$ cat config.mk
export PLATFORM = sky130hd
export DESIGN_NAME = axird_arb_flat
export DESIGN_NICKNAME = d
export VERILOG_FILES = /design/src/rtl/axird_arb_if.sv /design/src/rtl/axird_arb.sv /design/src/flat_wrapper.sv
export SDC_FILE = /design/constraint.sdc
export NUM_CORES = 1
export LEC_CHECK = 0
export ABC_AREA = 1
export BUFFER_PORTS_ARGS = -buffer_cell sky130_fd_sc_hd__buf_2
export CAP_MARGIN = 30
export CORE_UTILIZATION = 26
export DETAILED_ROUTE_END_ITERATION = 6
export HOLD_SLACK_MARGIN = 0.03
export SLEW_MARGIN = 25
export SYNTH_ARGS = -nofsm -noshare
export SYNTH_HDL_FRONTEND = slang
export SYNTH_SLANG_ARGS = --single-unit
$ cat constraint.sdc
create_clock -name I_clk -period 4.8 [get_ports I_clk]
set_input_delay 0.24 -clock I_clk [delete_from_list [all_inputs] [get_ports I_clk]]
set_output_delay 0.24 -clock I_clk [all_outputs]
set_load 0.05 [all_outputs]
$ cat src/rtl/axird_arb_if.sv
// AXI4 read-address and read-data channels between the arbiter (master)
// and the memory-side interconnect (slave).
interface axird_arb_if #(
  parameter int ADDR_WIDTH = 32,
  parameter int DATA_WIDTH = 128
);
  logic                  arvalid;
  logic                  arready;
  logic [ADDR_WIDTH-1:0] araddr;
  logic [7:0]            arlen;
  logic                  rvalid;
  logic                  rready;
  logic [DATA_WIDTH-1:0] rdata;
  logic                  rlast;

  modport master (
    output arvalid, araddr, arlen, rready,
    input  arready, rvalid, rdata, rlast
  );

  modport slave (
    input  arvalid, araddr, arlen, rready,
    output arready, rvalid, rdata, rlast
  );
endinterface

$ cat src/rtl/axird_arb.sv
// Two-requester AXI read engine: arbitrates jobs, splits each into
// 4 KB-safe bursts and streams returned beats into the requester's buffer.
//
// state  | meaning
// S_IDLE | no job in service
// S_ARB  | pick a pending requester, latch its job
// S_ADDR | AR burst presented, waiting for arready
// S_DATA | accepting R beats of the outstanding burst
// S_FIN  | done pulse, busy cleared, round-robin update
module axird_arb #(
  parameter int ADDR_WIDTH = 32,
  parameter int DATA_WIDTH = 128,
  parameter int MAX_BURST  = 16
) (
  input  logic                  I_clk,
  input  logic                  I_rst,
  input  logic                  I_req0_start,
  input  logic [ADDR_WIDTH-1:0] I_req0_addr,
  input  logic [15:0]           I_req0_len,
  output logic                  O_req0_busy,
  output logic                  O_req0_done,
  input  logic                  I_req1_start,
  input  logic [ADDR_WIDTH-1:0] I_req1_addr,
  input  logic [15:0]           I_req1_len,
  output logic                  O_req1_busy,
  output logic                  O_req1_done,
  axird_arb_if.master           maxi,
  output logic                  O_wr0,
  output logic                  O_wr1,
  output logic [15:0]           O_waddr,
  output logic [DATA_WIDTH-1:0] O_wdata,
  output logic                  O_err
);
  localparam int BYTES     = DATA_WIDTH / 8;
  localparam int LOG_BYTES = $clog2(BYTES);

  typedef enum logic [2:0] {S_IDLE, S_ARB, S_ADDR, S_DATA, S_FIN} state_t;
  state_t state_q, state_nxt;

  logic [1:0]            start, start_acc, busy_q, busy_o, done_o;
  logic [ADDR_WIDTH-1:0] req_addr [2];
  logic [15:0]           req_len [2];
  logic [ADDR_WIDTH-1:0] job_addr_q [2];
  logic [15:0]           job_len_q [2];
  logic                  grant_q, grant_nxt, rr_q, contend_q;
  logic [ADDR_WIDTH-1:0] cur_addr_q, cur_addr_nxt, sel_addr, ld_addr;
  logic [15:0]           remain_q, rem_after, sel_len, ld_len, widx_q;
  logic [8:0]            burst_q, bcnt_q, ld_beats;
  logic                  arvalid_q;
  logic [ADDR_WIDTH-1:0] araddr_q;
  logic [7:0]            arlen_q;
  logic                  err_q, beat, last_beat, fin;

  // Burst size limited by remaining beats, MAX_BURST and the next 4 KB page.
  function automatic logic [8:0] calc_beats(input logic [11:0] off, input logic [15:0] rem);
    logic [12:0] room;
    logic [12:0] b4k;
    logic [16:0] b;
    room = 13'd4096 - {1'b0, off};
    b4k  = (room + 13'(BYTES - 1)) >> LOG_BYTES;
    b    = {1'b0, rem};
    if (b > 17'(MAX_BURST)) b = 17'(MAX_BURST);
    if (b > {4'd0, b4k}) b = {4'd0, b4k};
    return b[8:0];
  endfunction

  assign start       = {I_req1_start, I_req0_start};
  assign req_addr[0] = I_req0_addr;
  assign req_addr[1] = I_req1_addr;
  assign req_len[0]  = I_req0_len;
  assign req_len[1]  = I_req1_len;

  assign fin       = (state_q == S_FIN);
  assign done_o    = {fin & grant_q, fin & ~grant_q};
  assign busy_o    = busy_q & ~done_o;
  assign start_acc = start & ~busy_o;

  assign beat         = (state_q == S_DATA) & I_rst & maxi.rvalid;
  assign last_beat    = beat & ((bcnt_q + 9'd1) == burst_q);
  assign rem_after    = remain_q - 16'(burst_q);
  assign cur_addr_nxt = cur_addr_q + (ADDR_WIDTH'(burst_q) << LOG_BYTES);

  always_comb begin
    grant_nxt = grant_q;
    if (state_q == S_ARB) begin
      if (&busy_q)        grant_nxt = rr_q;
      else if (busy_q[1]) grant_nxt = 1'b1;
      else                grant_nxt = 1'b0;
    end
  end

  assign sel_addr = job_addr_q[grant_nxt];
  assign sel_len  = job_len_q[grant_nxt];

  always_comb begin
    state_nxt = state_q;
    ld_addr   = sel_addr;
    ld_len    = sel_len;
    case (state_q)
      S_IDLE: if ((|busy_q) || (|start_acc)) state_nxt = S_ARB;
      S_ARB: begin
        if (|busy_q) state_nxt = (sel_len == 16'd0) ? S_FIN : S_ADDR;
        else         state_nxt = S_IDLE;
      end
      S_ADDR: if (maxi.arready) state_nxt = S_DATA;
      S_DATA: begin
        ld_addr = cur_addr_nxt;
        ld_len  = rem_after;
        if (last_beat) state_nxt = (rem_after == 16'd0) ? S_FIN : S_ADDR;
      end
      S_FIN:   state_nxt = S_IDLE;
      default: state_nxt = S_IDLE;
    endcase
  end

  assign ld_beats = calc_beats(ld_addr[11:0], ld_len);

  always_ff @(posedge I_clk) begin
    if (!I_rst) state_q <= S_IDLE;
    else        state_q <= state_nxt;
  end

  always_ff @(posedge I_clk) begin
    if (!I_rst) begin
      busy_q     <= '0;
      job_addr_q <= '{default: '0};
      job_len_q  <= '{default: '0};
      grant_q    <= 1'b0;
      rr_q       <= 1'b0;
      contend_q  <= 1'b0;
      cur_addr_q <= '0;
      remain_q   <= '0;
      widx_q     <= '0;
      burst_q    <= '0;
      bcnt_q     <= '0;
      arvalid_q  <= 1'b0;
      araddr_q   <= '0;
      arlen_q    <= '0;
      err_q      <= 1'b0;
    end else begin
      for (int n = 0; n < 2; n++) begin
        if (start_acc[n]) begin
          busy_q[n]     <= 1'b1;
          job_addr_q[n] <= req_addr[n];
          job_len_q[n]  <= req_len[n];
        end else if (done_o[n]) begin
          busy_q[n] <= 1'b0;
        end
      end

      if (state_q == S_ARB && state_nxt != S_IDLE) begin
        grant_q    <= grant_nxt;
        contend_q  <= &busy_q;
        cur_addr_q <= sel_addr;
        remain_q   <= sel_len;
        widx_q     <= '0;
      end

      // An early rlast is only flagged; the beat count alone closes the burst.
      if (beat) begin
        widx_q <= widx_q + 16'd1;
        bcnt_q <= bcnt_q + 9'd1;
        if (last_beat != maxi.rlast) err_q <= 1'b1;
        if (last_beat) begin
          cur_addr_q <= cur_addr_nxt;
          remain_q   <= rem_after;
        end
      end

      if (state_nxt == S_ADDR && state_q != S_ADDR) begin
        arvalid_q <= 1'b1;
        araddr_q  <= ld_addr;
        arlen_q   <= 8'(ld_beats - 9'd1);
        burst_q   <= ld_beats;
        bcnt_q    <= '0;
      end else if (state_q == S_ADDR && maxi.arready) begin
        arvalid_q <= 1'b0;
      end

      // The pointer only moves when a real contention was resolved.
      if (fin && contend_q) rr_q <= ~grant_q;
    end
  end

  assign maxi.arvalid = arvalid_q & I_rst;
  assign maxi.araddr  = araddr_q;
  assign maxi.arlen   = arlen_q;
  assign maxi.rready  = (state_q == S_DATA) & I_rst;

  assign O_wr0       = beat & ~grant_q;
  assign O_wr1       = beat & grant_q;
  assign O_waddr     = widx_q;
  assign O_wdata     = maxi.rdata;
  assign O_err       = err_q;
  assign O_req0_busy = busy_o[0];
  assign O_req1_busy = busy_o[1];
  assign O_req0_done = done_o[0];
  assign O_req1_done = done_o[1];
endmodule
$ cat src/flat_wrapper.sv
// flat-port wrapper written by rule: the top's interface ports become plain ports
module axird_arb_flat 
#(
  parameter int ADDR_WIDTH = 32,
  parameter int DATA_WIDTH = 128,
  parameter int MAX_BURST  = 16
)
  (I_clk, I_rst, I_req0_start, I_req0_addr, I_req0_len, O_req0_busy, O_req0_done, I_req1_start, I_req1_addr, I_req1_len, O_req1_busy, O_req1_done, O_wr0, O_wr1, O_waddr, O_wdata, O_err, maxi_arvalid, maxi_araddr, maxi_arlen, maxi_rready, maxi_arready, maxi_rvalid, maxi_rdata, maxi_rlast);
  axird_arb_if #(.ADDR_WIDTH(ADDR_WIDTH), .DATA_WIDTH(DATA_WIDTH)) maxi_i ();
  input  logic I_clk;
  input  logic I_rst;
  input  logic I_req0_start;
  input  logic [ADDR_WIDTH-1:0] I_req0_addr;
  input  logic [15:0] I_req0_len;
  output logic O_req0_busy;
  output logic O_req0_done;
  input  logic I_req1_start;
  input  logic [ADDR_WIDTH-1:0] I_req1_addr;
  input  logic [15:0] I_req1_len;
  output logic O_req1_busy;
  output logic O_req1_done;
  output logic O_wr0;
  output logic O_wr1;
  output logic [15:0] O_waddr;
  output logic [DATA_WIDTH-1:0] O_wdata;
  output logic O_err;
  output wire logic [$bits(maxi_i.arvalid)-1:0] maxi_arvalid;
  output wire logic [$bits(maxi_i.araddr)-1:0] maxi_araddr;
  output wire logic [$bits(maxi_i.arlen)-1:0] maxi_arlen;
  output wire logic [$bits(maxi_i.rready)-1:0] maxi_rready;
  input wire logic [$bits(maxi_i.arready)-1:0] maxi_arready;
  input wire logic [$bits(maxi_i.rvalid)-1:0] maxi_rvalid;
  input wire logic [$bits(maxi_i.rdata)-1:0] maxi_rdata;
  input wire logic [$bits(maxi_i.rlast)-1:0] maxi_rlast;
  assign maxi_arvalid = maxi_i.arvalid;
  assign maxi_araddr = maxi_i.araddr;
  assign maxi_arlen = maxi_i.arlen;
  assign maxi_rready = maxi_i.rready;
  assign maxi_i.arready = maxi_arready;
  assign maxi_i.rvalid = maxi_rvalid;
  assign maxi_i.rdata = maxi_rdata;
  assign maxi_i.rlast = maxi_rlast;
  axird_arb #(.ADDR_WIDTH(ADDR_WIDTH), .DATA_WIDTH(DATA_WIDTH), .MAX_BURST(MAX_BURST)) u_core (.I_clk(I_clk), .I_rst(I_rst), .I_req0_start(I_req0_start), .I_req0_addr(I_req0_addr), .I_req0_len(I_req0_len), .O_req0_busy(O_req0_busy), .O_req0_done(O_req0_done), .I_req1_start(I_req1_start), .I_req1_addr(I_req1_addr), .I_req1_len(I_req1_len), .O_req1_busy(O_req1_busy), .O_req1_done(O_req1_done), .maxi(maxi_i), .O_wr0(O_wr0), .O_wr1(O_wr1), .O_waddr(O_waddr), .O_wdata(O_wdata), .O_err(O_err));
endmodule
## Word-level counts from Yosys, hierarchy flattened

Index checks and enable logic that the tools add are counted.
W data, S select, Z words.

- $add $sub $neg: 7
- Magnitude comparators: 3
- Eq/ne operators: 8
- Muxes and demuxes: 34
- Bitwise gates (word level): 15
- Reductions and logical operators: 18

Operator list:

| operator | number |
|---|---|
| $mux W32 | 7 |
| $mux W16 | 10 |
| $add A32 B13 Y32 | 1 |
| $logic_not A16 Y1 | 2 |
| $mux W3 | 6 |
| $add A16 B1 Y16 const B | 1 |
| $gt A16 B5 Y1 const B | 1 |
| $gt A16 B9 Y1 | 1 |
| $sub A16 B9 Y16 | 1 |
| $add A13 B4 Y13 const B | 1 |
| $sub A13 B12 Y13 const A | 1 |
| $pmux W3 S4 | 1 |
| $add A9 B1 Y9 const B | 1 |
| $eq A3 B2 Y1 const B | 3 |
| $eq A9 B9 Y1 | 1 |
| $mux W1 | 9 |
| $mux W9 | 1 |
| $and A1 B1 Y1 | 8 |
| $reduce_bool A2 Y1 | 4 |
| $sub A8 B1 Y8 const B | 1 |
| $reduce_or A2 Y1 | 3 |
| $and A2 B2 Y2 | 2 |
| $logic_and A1 B1 Y1 | 4 |
| $not A2 Y2 | 2 |
| other kinds (11) | 13 |

- Register bits after elaboration: 228
- Input port bits: 231
- Output and inout bits: 193
- Word-level logic and storage cells: 104

## Logic depth before layout (Yosys ltp)

Gate-level depths: netlist of the first run.

- Word-level depth: 16
- Mapped depth: 38
- Gate-level depth less buffers: 38

## Worst setup path after synthesis of the first run

OpenSTA, ideal clock, no wires.

- Kind: reg-to-reg
- Start point: register u_core.burst_q[0]
- End point: register u_core.arlen_q[4] (netlist: u_core.maxi.arlen[4])
- Arrival: 3.976 ns
- Slack: 0.711 ns
- Cell stages (with the launch flop): 36
- Period minus slack after synthesis: 4.089 ns
- Cell sequence: dfxtp_1 > ha_1 > inv_1 > fa_1 > nand3_1 > nand3_1 > nand2_1 > nand2_1 > nand2_1 > nand2_1 > nand2_1 > nand2_1 > nand2_1 > nor2_1 > nand2_1 > nand2_1 > nand3_1 > inv_1 > ha_1 > a21oi_1 > o21ai_0 > nand2_1 > o211ai_1 > a21o_1 > nand2_1 > inv_1 > nand2_1 > nand2_1 > inv_1 > ha_1 > inv_1 > nor2_1 > nand2_1 > xor2_1 > nand2_1 > nand2_1

- Word-level cells in the longest chain between the ends: 7

Ends and longest elaborated chain:

| element | line | text |
|---|---|---|
| start, declared | axird_arb.sv:48 | `logic [8:0] burst_q, bcnt_q, ld_beats;` |
| start signal, assigned | axird_arb.sv:174 | `burst_q <= ld_beats;` |
| $add A32 B13 Y32 / $sub A16 B9 Y16 (equally long branches) | axird_arb.sv:81, axird_arb.sv:80 |  |
| $mux W32, or another cell as far along | axird_arb.sv:99 | `case (state_q)` |
| $sub A13 B12 Y13, or another cell as far along | axird_arb.sv:59 | `room = 13'd4096 - {1'b0, off};` |
| $add A13 B4 Y13, or another cell as far along | axird_arb.sv:60 | `b4k = (room + 13'(BYTES - 1)) >> LOG_BYTES;` |
| $gt A16 B9 Y1 / $pmux W3 S4 (equally long branches) | axird_arb.sv:63, axird_arb.sv:99 |  |
| $mux W9 / $eq A3 B2 Y1 (equally long branches) | axird_arb.sv:63, axird_arb.sv:170 |  |
| $sub A8 B1 Y8 / $logic_and A1 B1 Y1 (equally long branches) | axird_arb.sv:173, axird_arb.sv:170 |  |
| end signal, assigned | axird_arb.sv:173 | `arlen_q <= 8'(ld_beats - 9'd1);` |
| end, declared | axird_arb.sv:51 | `logic [7:0] arlen_q;` |

Several ways; a longest one is shown, not always the timed one.
A chain may end at the register's enable or synchronous reset.

## Worst setup path after layout of the first run

Same ends and word-level chain as after synthesis.

==> results of run 1 <==
[layout by cell type (no fill, tap or decap), types with 7 or more instances in the layout]
cell           count
a31oi_1           15
nor3_1             7
inv_2              8
nand3_1           92
nor2_2            12
o21ai_1           29
buf_4             33
o21ai_2            9
inv_1            182
a211oi_1          10
a21oi_1          111
dfxtp_1          227
o21ai_0          203
nand2_1          512
xnor2_1            7
o221a_2           11
nor2_1           220
o22ai_1            8
clkbuf_8          10
ha_1              31
nand4_1           18
dlygate4sd3_1     97
xor2_1            27
clkbuf_16         28
buf_2            166
nand2_2           11
[critical path: cells and delay by family, from the launching register on]
kind / cells / cell delay (ns)
flops: 1 / 0.35
fa+ha+maj: 4 / 0.94
compound gates: 4 / 0.49
xor+xnor: 1 / 0.14
buf+inv: 4 / 0.40
simple gates: 20 / 1.94
[routing by layer]
metal  GRT usage [%]  wire length, um  up-vias
met1            22.9            20800     6049
met2            25.2            19200      488
met4            4.58              953        0
li1                -                -     6618
met5           0.460                0        -
met3            3.10             3220       65
[logic make-up after synthesis]
group	after synthesis	synth area share, %
DFF	228	34.1
other	1	0.0280
AOI/OAI and AO/OA	409	16.7
xor gates and xnor gates	35	2.39
muxes	2	0.149
and+or+nand+nor	904	27.9
buffers and inverters	409	15.6
adders and majority gates	33	3.19
[registers in the layout, summed over array words and instances (netlist names)]
register	count
u_core.rr_q	1
u_core.contend_q	1
u_core.O_err	1
u_core.grant_q	1
u_core.busy_q	2
u_core.job_addr_q	64
u_core.bcnt_q	9
u_core.O_waddr	16
u_core.burst_q	9
u_core.arvalid_q	1
u_core.state_q	3
u_core.remain_q	16
u_core.cur_addr_q	32
u_core.maxi.arlen	8
u_core.job_len_q	32
u_core.maxi.araddr	32
[worst paths after layout]
kind / start / to / slack (ns) / depth (start not counted)
max: u_core.burst_q[0] / u_core.maxi.arlen[4] / 0.44 / 33
min: maxi_arready / u_core.arvalid_q / 0.05 / 4
max reg2reg: u_core.burst_q[0] / u_core.maxi.arlen[4] / 0.44 / 33
min reg2reg: u_core.maxi.araddr[9] / u_core.maxi.araddr[9] / 0.44 / 2
[metrics by stage]
| step | cells | power, W | utilization (%) |
|---|---|---|---|
| after detailed placement | 2680 | 0.00394 | 27.7 |
| after global routing | 2829 | 0.00678 | 31.8 |
| final | 2829 | 0.00640 | 31.8 |
| after floorplan | 2024 | 0.00369 | - |
| after CTS | 2828 | 0.00644 | 31.8 |
| after global placement | 2680 | 0.00394 | 27.7 |
[layout make-up]
class | instances | area (um^2)
Clock buffer | 40 | 846
Clock inverter | 11 | 211
Fill cell | 5474 | 34400
Inverter | 193 | 727
Multi-Input combinational cell | 1387 | 6800
Sequential cell | 228 | 4570
Tap cell | 672 | 841
Timing Repair Buffer | 298 | 2080
[report_power, final]
part / switching (W) / total [W] / internal (W)
registers: 0.0000755 / 0.00210 / 0.00203
clock network: 0.000913 / 0.00241 / 0.00149
logic: 0.00128 / 0.00189 / 0.000603
total: 0.00227 / 0.00640 / 0.00412
[timing repair]
item                                   in CTS  in global routing
setup endpoints to repair                   0                  7
hold buffers                               97                  0
endpoints found under the hold margin      97                  0
setup buffers                               0                  0
resized for setup                           0                  9
==> results.cfg, run 1 <==
[outcome]
status = finished, violations left
violations = design-rule violations

[global_routing]
grt_pass1_wl_mm = 68.6
grt_use_total_pct = 16.3
grt_max_degree = 82
grt_antenna_before_repair = 0
overflow = 0
grt_pass1_vias = 12400

[die]
initial_core_util_pct = 26.6
row_count = 82
core_um2 = 50500
io_pins = 424
design.die.area_um2 = 52500
die_height_um = 229
die_w_um = 229

[sta]
fmax_mhz = 229
slew_headroom_pct = 47.6
timing.final.hold_violations = 0
fin_crit_ns = 4.36
skew_ns = 0.0350
finalSetupViolations = 0
finalCritPeriodShare_pct = 90.8
fin_tns_setup_ns = 0
max_slew.worst_pin.slew_ns = 0.785
slew_violations = 0
grt_setup_unrepaired = true
fin_ws_ns = 0.441
hold-worst-slack_ns = 0.0485

[pwr]
leakage_nw = 7.27
peakVddDrop_v = 0.000225
powerDensity_nw_per_um2 = 398

[routing]
via_per_inst = 4.67
wl_per_cell_um = 15.6
totalWireLength_mm = 44.3
route.vias.total = 13200
ant_nets = 0
dr.pass1.iters = 7
drtIter0Drc = 872
drc = 3

[logic_synthesis]
synth_ff_type = dfxtp_1
synthArstFlopShare_pct = 0
syn_area_um2 = 13400
yosys.area.top_type = dfxtp_1
yosysWarnings = 0
synth_edf_count = 0
yosysMostFrequentCell = nand2_1
synth_cells = 2021
synth_top_cells_by_area = dfxtp_1, nand2_1, o21ai_0
yosys_register_bits = 228
avgSynthCellArea_um2 = 6.63
synthDistinctLibCells = 51
synth_common_cells = nand2_1, dfxtp_1, nor2_1
ys_seq_area_share_pct = 34.1
synth.top_cell.area_share_pct = 34.1

[cts]
insertion_delay_ns = 0.59
cts.clk_slew.worst_paths_ns = 0.06
cts-root-buf = clkbuf_16
cts_tree = built
numCtsBuffers = 28
cts_htree_levels = 1
cts_buffer_depth = 3
clock_sinks = 228

[final_layout]
drive_above_1_share_pct = 14.9
fin_area_um2 = 16100
nNetsFinal = 2400
areaGrowthSynthToFinish_pct = 19.8
antennaDiodeCount = 0

[place]
placed_area_um2 = 14000
portBuffers = 167
dp.final_hpwl_mm = 32.4
pre_cts_slack_ns = 0.115
gp_congestion = 0.911

[critical_path]
arrival_ns = 4.84
critPathMostFrequentCell = nand2_1
startpoint_type = register
cp_slowest_stage_delay_ns = 0.38
cp_slowest_cell = fa_2
critical_path_class = register to register
crit_fanout = 5
cp.required_ns = 5.28
endpoint_kind = register

[hold_path]
hold_path_class = primary input to register

[run]
maxCapViolCount = 0
(Power assumes the default switching activity.)
==> run 2: changes to the inputs <==
--- a/config.mk
+++ b/config.mk
@@ -7,7 +7,7 @@
 export LEC_CHECK = 0
 export ABC_AREA = 1
 export BUFFER_PORTS_ARGS = -buffer_cell sky130_fd_sc_hd__buf_2
-export CAP_MARGIN = 30
+export CAP_MARGIN = 20
 export CORE_UTILIZATION = 26
 export DETAILED_ROUTE_END_ITERATION = 6
 export HOLD_SLACK_MARGIN = 0.03
==> constraint.sdc (replaced) <==
create_clock -name I_clk -period 5.5 [get_ports I_clk]
set_input_delay 0.275 -clock I_clk [delete_from_list [all_inputs] [get_ports I_clk]]
set_output_delay 0.275 -clock I_clk [all_outputs]
set_load 0.05 [all_outputs]
==> run 2 against run 1 <==
Net effect: critical path type unchanged; critical path depth up 2; cell count shrank 1.0%; count of clock-buffer cells in the layout fell by 3; the flow now finishes without violations; clock skew decreased by 0.025 ns; combinational power shrank 15%; final area shrank 2.6%; utilization decreased by 0.82 points; flip-flop and latch count stayed put; first-iteration DRC count shrank 4.7%; sequential share of layout area is 0.74 points higher.
==> results.cfg, run 2 (same netlist as run 1, synthesis figures left out) <==
[outcome]
status = finished clean

[cts]
cts_htree_levels = 1
cts_tree = built
numCtsBuffers = 27
clock_sinks = 228
insertion_delay_ns = 0.57
cts-root-buf = clkbuf_16
cts.clk_slew.worst_paths_ns = 0.06
post_cts_buffers = 0
cts_buffer_depth = 3

[critical_path]
critPathMostFrequentCell = nand2_1
critPathTopFamily = simple AND/OR/NAND/NOR gates
endpoint_kind = register
cp_slowest_stage_delay_ns = 0.46
cp.required_ns = 5.96
worst-path-buf-inv = 5
cp_slowest_cell = fa_1
crit_fanout = 10
arrival_ns = 5.40
startpoint_type = register
critical_path_class = register to register

[sta]
fin_crit_ns = 4.94
fmax_mhz = 202
skew_ns = 0.00960
finalCritPeriodShare_pct = 89.8
timing.final.hold_violations = 0
slew_violations = 0
grt_setup_unrepaired = false
finalSetupViolations = 0
fin_ws_ns = 0.558
fin_tns_setup_ns = 0
max_slew.worst_pin.slew_ns = 0.924
slew_headroom_pct = 38.3

[final_layout]
largest_register = u_core.job_addr_q
layout_commonest_cell = nand2_1
most-common-layout-cells = nand2_1, dfxtp_1, nor2_1, o21ai_0, inv_1
fillers = 5526
largest_reg_flops = 64
multi_input_area_um2 = 6770
areaGrowthSynthToFinish_pct = 16.7
seqCellArea_um2 = 4560
antennaDiodeCount = 0
drive_above_1_share_pct = 13.8
nNetsFinal = 2374

[place]
portBuffers = 167
dp.final_hpwl_mm = 32.5
gp_congestion = 0.915
pre_cts_slack_ns = 0.486

[global_routing]
overflow = 0
grt_pass1_vias = 12200
grt_antenna_before_repair = 0
grt_max_degree = 92
grt_use_total_pct = 16.4
grt_pass1_wl_mm = 68.7

[routing]
dr.pass1.iters = 6
wl_per_cell_um = 15.9
drc = 0
via_per_inst = 4.69
ant_nets = 0
drtIter0Drc = 831
totalWireLength_mm = 44.5
route.vias.total = 13100

[pwr]
leakage_nw = 7.07
powerDensity_nw_per_um2 = 336
total_power_w = 0.00526
peakVddDrop_v = 0.000232

[die]
die_height_um = 229
initial_core_util_pct = 26.6
io_pins = 424
core_um2 = 50500
row_count = 82
die_w_um = 229
design.die.area_um2 = 52500

[run]
maxCapViolCount = 0

[hold_path]
hold_path_class = primary input to register
## run 2: cell types whose count changed in the layout (fill, tap and decap cells not counted), moves of 2 or more
cell,delta
clkinv_2,+2
o21ai_1,-2
o21ai_0,+2
clkbuf_8,-5
bufinv_16,-3
dlygate4sd3_1,-7
buf_4,-16
clkbuf_1,+3
## run 2: timing repair
item | in CTS | in global routing
endpoints found under the setup margin | 0 | 2
hold endpoints to repair | 90 | 0
gates resized for setup | 0 | 1
hold buffers | 90 | 0
## run 2: path summary, 6_finish.rpt
check                         from                     to  slack [ns]  cells after the start
min                I_req0_addr[21]  u_core.job_addr_q[53]        0.05                      3
max reg2reg      u_core.burst_q[0]   u_core.maxi.arlen[4]        0.56                     35
min reg2reg  u_core.maxi.araddr[0]  u_core.maxi.araddr[0]        0.44                      2
max              u_core.burst_q[0]   u_core.maxi.arlen[4]        0.56                     35
## run 2: area by class of cell
cell class | count | share of cell area, %
sequential | 228 | 29.2
timing repair buffer | 273 | 11.9
clock buffer | 37 | 4.88
clock inverter | 10 | 0.784
inverter | 193 | 4.65
tap | 672 | 5.37
multi-input combinational | 1387 | 43.3
## run 2: per-layer routing
| layer | GRT usage [%] | vias up | routed length, um |
|---|---|---|---|
| met2 | 24.7 | 460 | 18800 |
| li1 | - | 6562 | - |
| met1 | 23.4 | 6033 | 21600 |
| met3 | 3.03 | 68 | 3100 |
| met5 | 0.735 | - | 0 |
| met4 | 4.88 | 0 | 1030 |
## run 2: power breakdown
part / internal [W] / switching (W) / total, W
logic: 0.000491 / 0.00112 / 0.00161
clock network: 0.00106 / 0.000749 / 0.00181
registers: 0.00177 / 0.0000679 / 0.00184
## run 2: tightest hold or removal path: stages
cell	delay (ns)
buf_2	0.09
o21ai_0	0.09
a21oi_1	0.12
## run 2: stage by stage
stage | hold WS (ns) | area (um^2) | utilization (%) | std cells
after floorplan | 0.410 | 13400 | - | 2024
after global placement | 0.428 | 13900 | 27.5 | 2663
after detailed placement | 0.427 | 13900 | 27.5 | 2663
after CTS | 0.0302 | 15600 | 31.0 | 2800
after global routing | 0.0508 | 15600 | 31.0 | 2800
final | 0.0534 | 15600 | 31.0 | 2800
